`config.mk`:
```
export PLATFORM = sky130hd
export DESIGN_NAME = msx_audio_mixer_flat
export DESIGN_NICKNAME = d
export VERILOG_FILES = /design/src/rtl/msx_audio_mixer_if.sv /design/src/rtl/msx_audio_mixer.sv /design/src/flat_wrapper.sv
export SDC_FILE = /design/constraint.sdc
export NUM_CORES = 1
export LEC_CHECK = 0
export CAP_MARGIN = 25
export CORE_UTILIZATION = 51
export CTS_CLUSTER_SIZE = 28
export DETAILED_ROUTE_END_ITERATION = 16
export GPL_TIMING_DRIVEN = 0
export PLACE_DENSITY = 0.77
export REMOVE_ABC_BUFFERS = 1
export SLEW_MARGIN = 5
export SYNTH_ARGS = -nofsm -noshare
export SYNTH_HDL_FRONTEND = slang
export SYNTH_SLANG_ARGS = --single-unit
```
`constraint.sdc`:
```
create_clock -name clk_sys -period 1.9 [get_ports clk_sys]
set_input_delay 0.38 -clock clk_sys [delete_from_list [all_inputs] [get_ports clk_sys]]
set_output_delay 0.38 -clock clk_sys [all_outputs]
set_load 0.005 [all_outputs]
```
`src/rtl/msx_audio_mixer_if.sv`:
```
// Sample bus between the MSX core sound sources and the audio mixer.
// The master drives the raw levels and strobe; the slave returns the mixed sample.
interface msx_audio_mixer_if;
  logic        ce_sample;
  logic [9:0]  psg;
  logic [13:0] opll;
  logic [15:0] pcm;
  logic [15:0] audio_out;
  logic        out_valid;
  logic        clip;

  modport master (
    output ce_sample, psg, opll, pcm,
    input  audio_out, out_valid, clip
  );

  modport slave (
    input  ce_sample, psg, opll, pcm,
    output audio_out, out_valid, clip
  );
endinterface

```
`src/rtl/msx_audio_mixer.sv`:
```
// Registered PSG/OPLL/PCM mixer with 16-bit saturation and clip-hold indicator.
// Define MSX_AUDIO_DCBLOCK_EN to insert the DC-removal stage (latency 3 -> 4).
module msx_audio_mixer #(
  parameter int PSG_SHIFT  = 5,
  parameter int OPLL_SHIFT = 2,
  parameter int CLIP_HOLD  = 4800
`ifdef MSX_AUDIO_DCBLOCK_EN
  ,
  parameter int DCB_K      = 10
`endif
) (
  input  logic             clk_sys,
  input  logic             reset,
  msx_audio_mixer_if.slave bus
);

  // Returns {clamped, value}.
  function automatic logic [16:0] sat17(input logic [16:0] s);
    if (s[16] == s[15]) begin
      return {1'b0, s[15:0]};
    end
    return {1'b1, (s[16] ? 16'h8000 : 16'h7FFF)};
  endfunction

  logic        r_s1_v;
  logic [15:0] r_s1_fm;
  logic [15:0] r_s1_pcm;
  logic        r_s2_v;
  logic [16:0] r_s2_sum;
  logic        r_s3_v;
  logic [15:0] r_s3_res;
  logic        r_s3_sat;
  logic [15:0] r_audio;
  logic        r_valid;
  logic [15:0] r_cnt;
  logic        r_clip;

  logic [15:0] w_opll16;
  logic [15:0] w_psg16;
  logic [15:0] w_fm;
  logic [16:0] w_sum;
  logic [16:0] w_s3;
  logic        w_o_v;
  logic [15:0] w_o_res;
  logic        w_o_sat;

  assign w_opll16 = {{2{bus.opll[13]}}, bus.opll};
  assign w_psg16  = {6'd0, bus.psg};
  assign w_fm     = (w_opll16 << OPLL_SHIFT) + (w_psg16 << PSG_SHIFT);
  assign w_sum    = {r_s1_pcm[15], r_s1_pcm} + {r_s1_fm[15], r_s1_fm};
  assign w_s3     = sat17(r_s2_sum);

  always_ff @(posedge clk_sys) begin
    if (reset) begin
      r_s1_v   <= 1'b0;
      r_s1_fm  <= '0;
      r_s1_pcm <= '0;
      r_s2_v   <= 1'b0;
      r_s2_sum <= '0;
      r_s3_v   <= 1'b0;
      r_s3_res <= '0;
      r_s3_sat <= 1'b0;
    end else begin
      r_s1_v <= bus.ce_sample;
      r_s2_v <= r_s1_v;
      r_s3_v <= r_s2_v;
      if (bus.ce_sample) begin
        r_s1_fm  <= w_fm;
        r_s1_pcm <= bus.pcm;
      end
      if (r_s1_v) begin
        r_s2_sum <= w_sum;
      end
      if (r_s2_v) begin
        r_s3_res <= w_s3[15:0];
        r_s3_sat <= w_s3[16];
      end
    end
  end

`ifdef MSX_AUDIO_DCBLOCK_EN
  logic        [31:0] r_dc_acc;
  logic               r_s4_v;
  logic        [15:0] r_s4_res;
  logic               r_s4_sat;
  logic signed [31:0] w_dc;
  logic signed [31:0] w_res32;
  logic signed [31:0] w_y32;
  logic        [15:0] w_y;
  logic               w_y_sat;

  assign w_dc    = $signed(r_dc_acc) >>> DCB_K;
  assign w_res32 = $signed({{16{r_s3_res[15]}}, r_s3_res});
  assign w_y32   = w_res32 - w_dc;

  // Tracker keeps dc within 16-bit range, so this equals the 17-bit clamp.
  always_comb begin
    w_y     = w_y32[15:0];
    w_y_sat = 1'b0;
    if (w_y32 > 32'sd32767) begin
      w_y     = 16'h7FFF;
      w_y_sat = 1'b1;
    end else if (w_y32 < -32'sd32768) begin
      w_y     = 16'h8000;
      w_y_sat = 1'b1;
    end
  end

  always_ff @(posedge clk_sys) begin
    if (reset) begin
      r_dc_acc <= '0;
      r_s4_v   <= 1'b0;
      r_s4_res <= '0;
      r_s4_sat <= 1'b0;
    end else begin
      r_s4_v <= r_s3_v;
      if (r_s3_v) begin
        r_dc_acc <= r_dc_acc + w_res32 - w_dc;
        r_s4_res <= w_y;
        r_s4_sat <= r_s3_sat | w_y_sat;
      end
    end
  end

  assign w_o_v   = r_s4_v;
  assign w_o_res = r_s4_res;
  assign w_o_sat = r_s4_sat;
`else
  assign w_o_v   = r_s3_v;
  assign w_o_res = r_s3_res;
  assign w_o_sat = r_s3_sat;
`endif

  // Counter and clip move together so clip rises with the clamped sample.
  always_ff @(posedge clk_sys) begin
    if (reset) begin
      r_audio <= '0;
      r_valid <= 1'b0;
      r_cnt   <= '0;
      r_clip  <= 1'b0;
    end else begin
      r_valid <= w_o_v;
      if (w_o_v) begin
        r_audio <= w_o_res;
        if (w_o_sat) begin
          r_cnt  <= 16'(CLIP_HOLD);
          r_clip <= 1'b1;
        end else if (r_cnt != 16'd0) begin
          r_cnt  <= r_cnt - 16'd1;
          r_clip <= (r_cnt != 16'd1);
        end else begin
          r_clip <= 1'b0;
        end
      end
    end
  end

  assign bus.audio_out = r_audio;
  assign bus.out_valid = r_valid;
  assign bus.clip      = r_clip;

endmodule

```
`src/flat_wrapper.sv`:
```
// flat-port wrapper written by rule: the top's interface ports become plain ports
module msx_audio_mixer_flat 
#(
  parameter int PSG_SHIFT  = 5,
  parameter int OPLL_SHIFT = 2,
  parameter int CLIP_HOLD  = 4800

)
  (clk_sys, reset, bus_ce_sample, bus_psg, bus_opll, bus_pcm, bus_audio_out, bus_out_valid, bus_clip);
  msx_audio_mixer_if bus_i ();
  input  logic clk_sys;
  input  logic reset;
  input wire logic [$bits(bus_i.ce_sample)-1:0] bus_ce_sample;
  input wire logic [$bits(bus_i.psg)-1:0] bus_psg;
  input wire logic [$bits(bus_i.opll)-1:0] bus_opll;
  input wire logic [$bits(bus_i.pcm)-1:0] bus_pcm;
  output wire logic [$bits(bus_i.audio_out)-1:0] bus_audio_out;
  output wire logic [$bits(bus_i.out_valid)-1:0] bus_out_valid;
  output wire logic [$bits(bus_i.clip)-1:0] bus_clip;
  assign bus_i.ce_sample = bus_ce_sample;
  assign bus_i.psg = bus_psg;
  assign bus_i.opll = bus_opll;
  assign bus_i.pcm = bus_pcm;
  assign bus_audio_out = bus_i.audio_out;
  assign bus_out_valid = bus_i.out_valid;
  assign bus_clip = bus_i.clip;
  msx_audio_mixer #(.PSG_SHIFT(PSG_SHIFT), .OPLL_SHIFT(OPLL_SHIFT), .CLIP_HOLD(CLIP_HOLD)) u_core (.clk_sys(clk_sys), .reset(reset), .bus(bus_i));
endmodule
```
After elaboration in Yosys (flattened, before gate mapping)
Cells that the tools add are included.
{ "word_totals": {"elab_cells": 28, "out_inout_bits": 18, "input_bits": 43, "reg_bits": 103} }
{ "classes": {"n_addsub": 3, "n_reduce_logical": 3, "muxes": 8, "eq_ne": 2} }
{ "op_table": {"columns": ["op", "count"], "rows": [
  ["two-way mux 16 bit", 3],
  ["two-way mux 17 bit", 2],
  ["adder 16 x 16 -> 17 bit", 1],
  ["adder 16 x 15 -> 16 bit", 1],
  ["!= test 16 x 1 -> 1 bit, second input constant", 1],
  ["nonzero test 16 bit", 1],
  ["subtractor 16 x 1 -> 16 bit, second input constant", 1],
  ["two-way mux 1 bit", 3],
  ["AND reduction 2 bit", 1],
  ["nonzero test 2 bit", 1],
  ["equality test 1 bit", 1]
]} }

Depth between registers and ports, before layout
{ "depth": {"depth_word": 3, "mapped_depth": 8, "ltp_nobuf": 8} }

Worst setup path after synthesis
OpenSTA, ideal clock, no wires.
{ "synth_path": {"kind": "input to register", "from": "input port bus_opll[3]", "to": "register u_core.r_s1_fm[15]", "required_ps": 1809, "n_path_buf": 0, "arrival_time_ps": 1922, "stages": 8, "setup_ps": 91, "path_slack_ps": -113, "cell_sequence": "ha_1 inv_1 fa_1 nor2b_1 o2111a_1 nor3_1 or3_1 a311oi_1"} }
{ "synth_between": {"elab_chain_cells": 1} }
{ "synth_lines": {"columns": ["item", "line_no", "source"], "rows": [
  ["start: declaration", "flat_wrapper.sv:15", "input wire logic [$bits(bus_i.opll)-1:0] bus_opll;"],
  ["adder 16 x 15 -> 16 bit", "msx_audio_mixer.sv:49", "assign w_fm = (w_opll16 << OPLL_SHIFT) + (w_psg16 << PSG_SHIFT);"],
  ["end signal: assignment", "msx_audio_mixer.sv:68", "r_s1_fm <= w_fm;"],
  ["end: declaration", "msx_audio_mixer.sv:26", "logic [15:0] r_s1_fm;"]
]} }
No other way between the ends.
A chain may end at the register's enable or synchronous reset.

Worst setup path after layout
{ "layout_path": {"from": "register u_core.r_s1_pcm[2]", "to": "register u_core.r_s2_sum[16]"} }
{ "layout_between": {"elab_chain_cells": 1} }
{ "layout_lines": {"columns": ["item", "line_no", "source"], "rows": [
  ["start: declaration", "msx_audio_mixer.sv:27", "logic [15:0] r_s1_pcm;"],
  ["start signal: assignment", "msx_audio_mixer.sv:69", "r_s1_pcm <= bus.pcm;"],
  ["adder 16 x 16 -> 17 bit", "msx_audio_mixer.sv:50", "assign w_sum = {r_s1_pcm[15], r_s1_pcm} + {r_s1_fm[15], r_s1_fm};"],
  ["end signal: assignment", "msx_audio_mixer.sv:72", "r_s2_sum <= w_sum;"],
  ["end: declaration", "msx_audio_mixer.sv:29", "logic [16:0] r_s2_sum;"]
]} }
No other way between the ends.

==> summary.md <==
| Metric | Value |
|---|---|
| Status | finished clean |
| CP Buf/Inv Count | 0 |
| Largest net degree at the start of global routing | 90 |
| GPL Wtd Cong | 0.875 |
| Worst-path fanout max | 4 |
| Tmin final | 1.89 ns |
| Post-synth ARST share | 0 |
| Io pins | 61 |
| Fin area | 0.00631 sq mm |
| Synth warn | 0 |
| Main combinational cell family by area after synthesis | simple AND/OR/NAND/NOR gates |
| Number of global-route vias before repair | 4037 |
| Startpoint Class | flop |
| Reg2reg end | u_core.r_s2_sum[16] |
| CTS Buffer Depth | 2 |
| Row count | 36 |
| Initial antenna violation count | 0 |
| CP max-delay cell | fa_2 |
| # hold bufs at CTS | 0 |
| Final Total Pwr | 4.40 mW |
| Worst Slack Setup Final | 0.00836 ns |
| Worst-skew pair later-pin latency | 0.36 ns |
| Final Cycle Share | 0.996 |
| Worst slew pin tran | 0.914 ns |
| DR vias/cell | 5.59 |
| CTS root buf | clkbuf_8 |
| GRT Total Usage | 0.211 |
| Wire per inst | 14.3 um |
| First-pass GRT wire length | 17.7 mm |
| Setup slack at placement | -0.788 ns |
| Clock transition at path regs | 0.10 ns |
| Core area | 0.00973 sq mm |
| Area of the multi-input gates | 0.00321 sq mm |
| Nature of the critical path endpoint | flop |
| Synth Cell Area | 0.00507 sq mm |
| DR DRC count | 0 |
| CTS buffer count | 9 |
| Post-synthesis register bit count | 101 |
| Slew HR | 0.390 |
| Hold Violations, Final | 0 |
| HP Start | bus_opll[3] |
| Cell Chain, Critical Path | ha_4 -> fa_2 -> a21oi_4 -> o221ai_4 -> a31oi_4 -> o21ai_2 -> a41oi_2 |
| Register area | 0.00203 sq mm |
| Skew final | 0.0119 ns |
| Power per cell area | 697 mW/mm^2 |
| Final #Nets | 696 |
| TritonCTS clock tree | built |
| R2R depth | 7 |
| Worst Path Arrival | 2.17 ns |
| Synth cell types | 62 |
| Via Count | 4254 |
| Port Buf Inserts | 60 |
| Worst min-delay path endpoint | u_core.r_s1_fm[5] |
| RSZ-0062 raised after global routing | true |
| Die Height | 102 um |
| Remaining Overflow, GRT | 0 |
| Final setup fails | 0 |
| Post-synthesis mux area share | 0.0927 |
| HPWL after detailed placement | 7.18 mm |
| Sequential element share of the synthesized area | 0.398 |
| Total die area | 0.0104 sq mm |
| # diodes | 0 |
| Routed wire length | 10.9 mm |
| Xor and xnor area share after synthesis | 0.0345 |
| H-tree Lvls | 3 |
| Synth Area in Adders | 0.0769 |
| Min-delay worst type | primary input to flop |
| Synth Area in Compound Gates | 0.131 |
| Hold Path Stages | 4 |
| Die W | 102 um |
| Synth Instances | 571 |
| Fmax | 529 MHz |
| Post-synthesis simple-gate area fraction | 0.233 |
| CP Data Required Time | 2.18 ns |
| R2R setup slack | 0.008 ns |
| Starting Density | 0.522 |
| Worst path max stage delay | 0.39 ns |
| Leakage Power | 2.39 nW |
| Iter 0 DRT Violations | 286 |
| Peak supply drop | 0.000352 V |
| CTS Sinks | 101 |
| Max-Cap Viols | 0 |
| Area growth, synth to finish | 24.4% |
| Slew Limit Fails | 0 |
| Layout fillers | 816 |
| Share of cells above drive strength 1 | 0.146 |
| Placed cell area | 0.00575 sq mm |
| Critical path class | flop to flop |
| First-pass DRT Iterations | 5 |
| Worst R2R Start | u_core.r_s1_pcm[2] |
| Synth Area per Inst | 8.89 sq um |
| Primary FF master, synth | dfxtp_1 |
| Final ANT Viol Nets | 0 |
| CP top delay family | compound AO/OA/AOI/OAI gates |
| Post-synth EDFFs | 0 |
## worst min-delay path: stages
cell	delay (ns)
buf_2	0.10
ha_4	0.12
mux2i_1	0.06
nor2_1	0.08
## placed cells by master (no fill, tap or decap), drive strengths merged, types with 16 or more instances in the layout
| master | n |
|---|---|
| ha | 28 |
| nand3 | 24 |
| a21oi | 33 |
| mux2i | 47 |
| clkdlybuf4s50 | 42 |
| nand2b | 31 |
| nor3 | 16 |
| nand2 | 29 |
| o21ai | 19 |
| nor2 | 76 |
| dfxtp | 101 |
## what timing repair did
action,4_1_cts,5_1_grt
pin swaps,14,17
buffers inserted,6,3
endpoints found under the setup margin,40,29
gates resized for setup,53,48
## worst max path at each step
stage,startpoint,end,slack (ns),depth (start not counted)
final,u_core.r_s1_pcm[2],u_core.r_s2_sum[16],0.008,7
after global routing,u_core.r_s1_pcm[4],u_core.r_s2_sum[14],-0.04,6
after CTS,u_core.r_s1_pcm[2],u_core.r_s2_sum[12],0.004,7
after detailed placement,bus_opll[3],u_core.r_s1_fm[15],-0.79,9
after global placement,reset,u_core.r_s2_sum[14],-3.38,7
after floorplan,u_core.r_s3_v,u_core.r_cnt[9],-0.25,5
## area by class of cell
type / count / area share
Timing Repair Buffer: 70 / 0.107
Multi-Input combinational cell: 426 / 0.508
Sequential cell: 101 / 0.322
Clock buffer: 10 / 0.0202
Inverter: 15 / 0.00971
Clock inverter: 6 / 0.00614
Tap cell: 133 / 0.0264
## flip-flops by register name (all words and copies together), names as in the netlist
register	cells
u_core.bus.clip	1
u_core.r_s1_fm	14
u_core.r_s2_v	1
u_core.r_s1_pcm	16
u_core.r_s3_res	16
u_core.r_s3_sat	1
u_core.r_cnt	16
u_core.r_s3_v	1
u_core.r_s2_sum	17
u_core.bus.audio_out	16
u_core.bus.out_valid	1
u_core.r_s1_v	1
## per-stage QoR
| stage | setup TNS [ns] | hold WS, ns | instances | utilization |
|---|---|---|---|---|
| 2_1_floorplan | -1.27 | 0.416 | 542 | - |
| 3_3_place_gp | -178.00 | 0.434 | 735 | 0.589 |
| 3_5_place_dp | -11.96 | 0.450 | 736 | 0.591 |
| 4_1_cts | 0 | 0.406 | 758 | 0.627 |
| 5_1_grt | -0.160 | 0.415 | 761 | 0.649 |
| 6_report | 0 | 0.401 | 761 | 0.649 |
## power breakdown
group	switching, mW	total (mW)	internal [mW]
Sequential	0.0872	2.30	2.21
Combinational	0.468	0.902	0.433
Clock	0.723	1.20	0.475
## cell families (layout without fill, tap and decap cells)
logic type,after synthesis,in the layout
xor gates and xnor gates,20,20
buffers and inverters,44,101
DFF,101,101
and+or+nand+nor,228,228
adders and majority gates,30,30
muxes,47,47
AOI/OAI and AO/OA,101,101
## metal layers
| layer | GRT usage | routed length [um] | vias up |
|---|---|---|---|
| met4 | 0.0858 | 172 | 0 |
| met5 | 0 | 0 | - |
| met3 | 0.0269 | 393 | 17 |
| met1 | 0.256 | 4870 | 1975 |
| li1 | - | - | 2140 |
| met2 | 0.377 | 5410 | 122 |
## Yosys cell counts, drive strengths merged, types with 7 or more instances
cell | instances | area [sq um]
nor2b | 7 | 43.8
dfxtp | 101 | 2020
a21oi | 33 | 165
nand3 | 24 | 120
xor2 | 15 | 131
nand2 | 29 | 109
clkbuf | 16 | 60.1
buf | 13 | 52.6
ha | 28 | 350
nor2 | 76 | 285
o21ai | 19 | 106
nand4 | 8 | 50.1
nand3b | 7 | 52.6
a211oi | 9 | 67.6
nand2b | 31 | 194
mux2i | 47 | 470
nor3 | 16 | 85.1
inv | 13 | 48.8
Note: power is estimated with default switching activity, not from simulation.
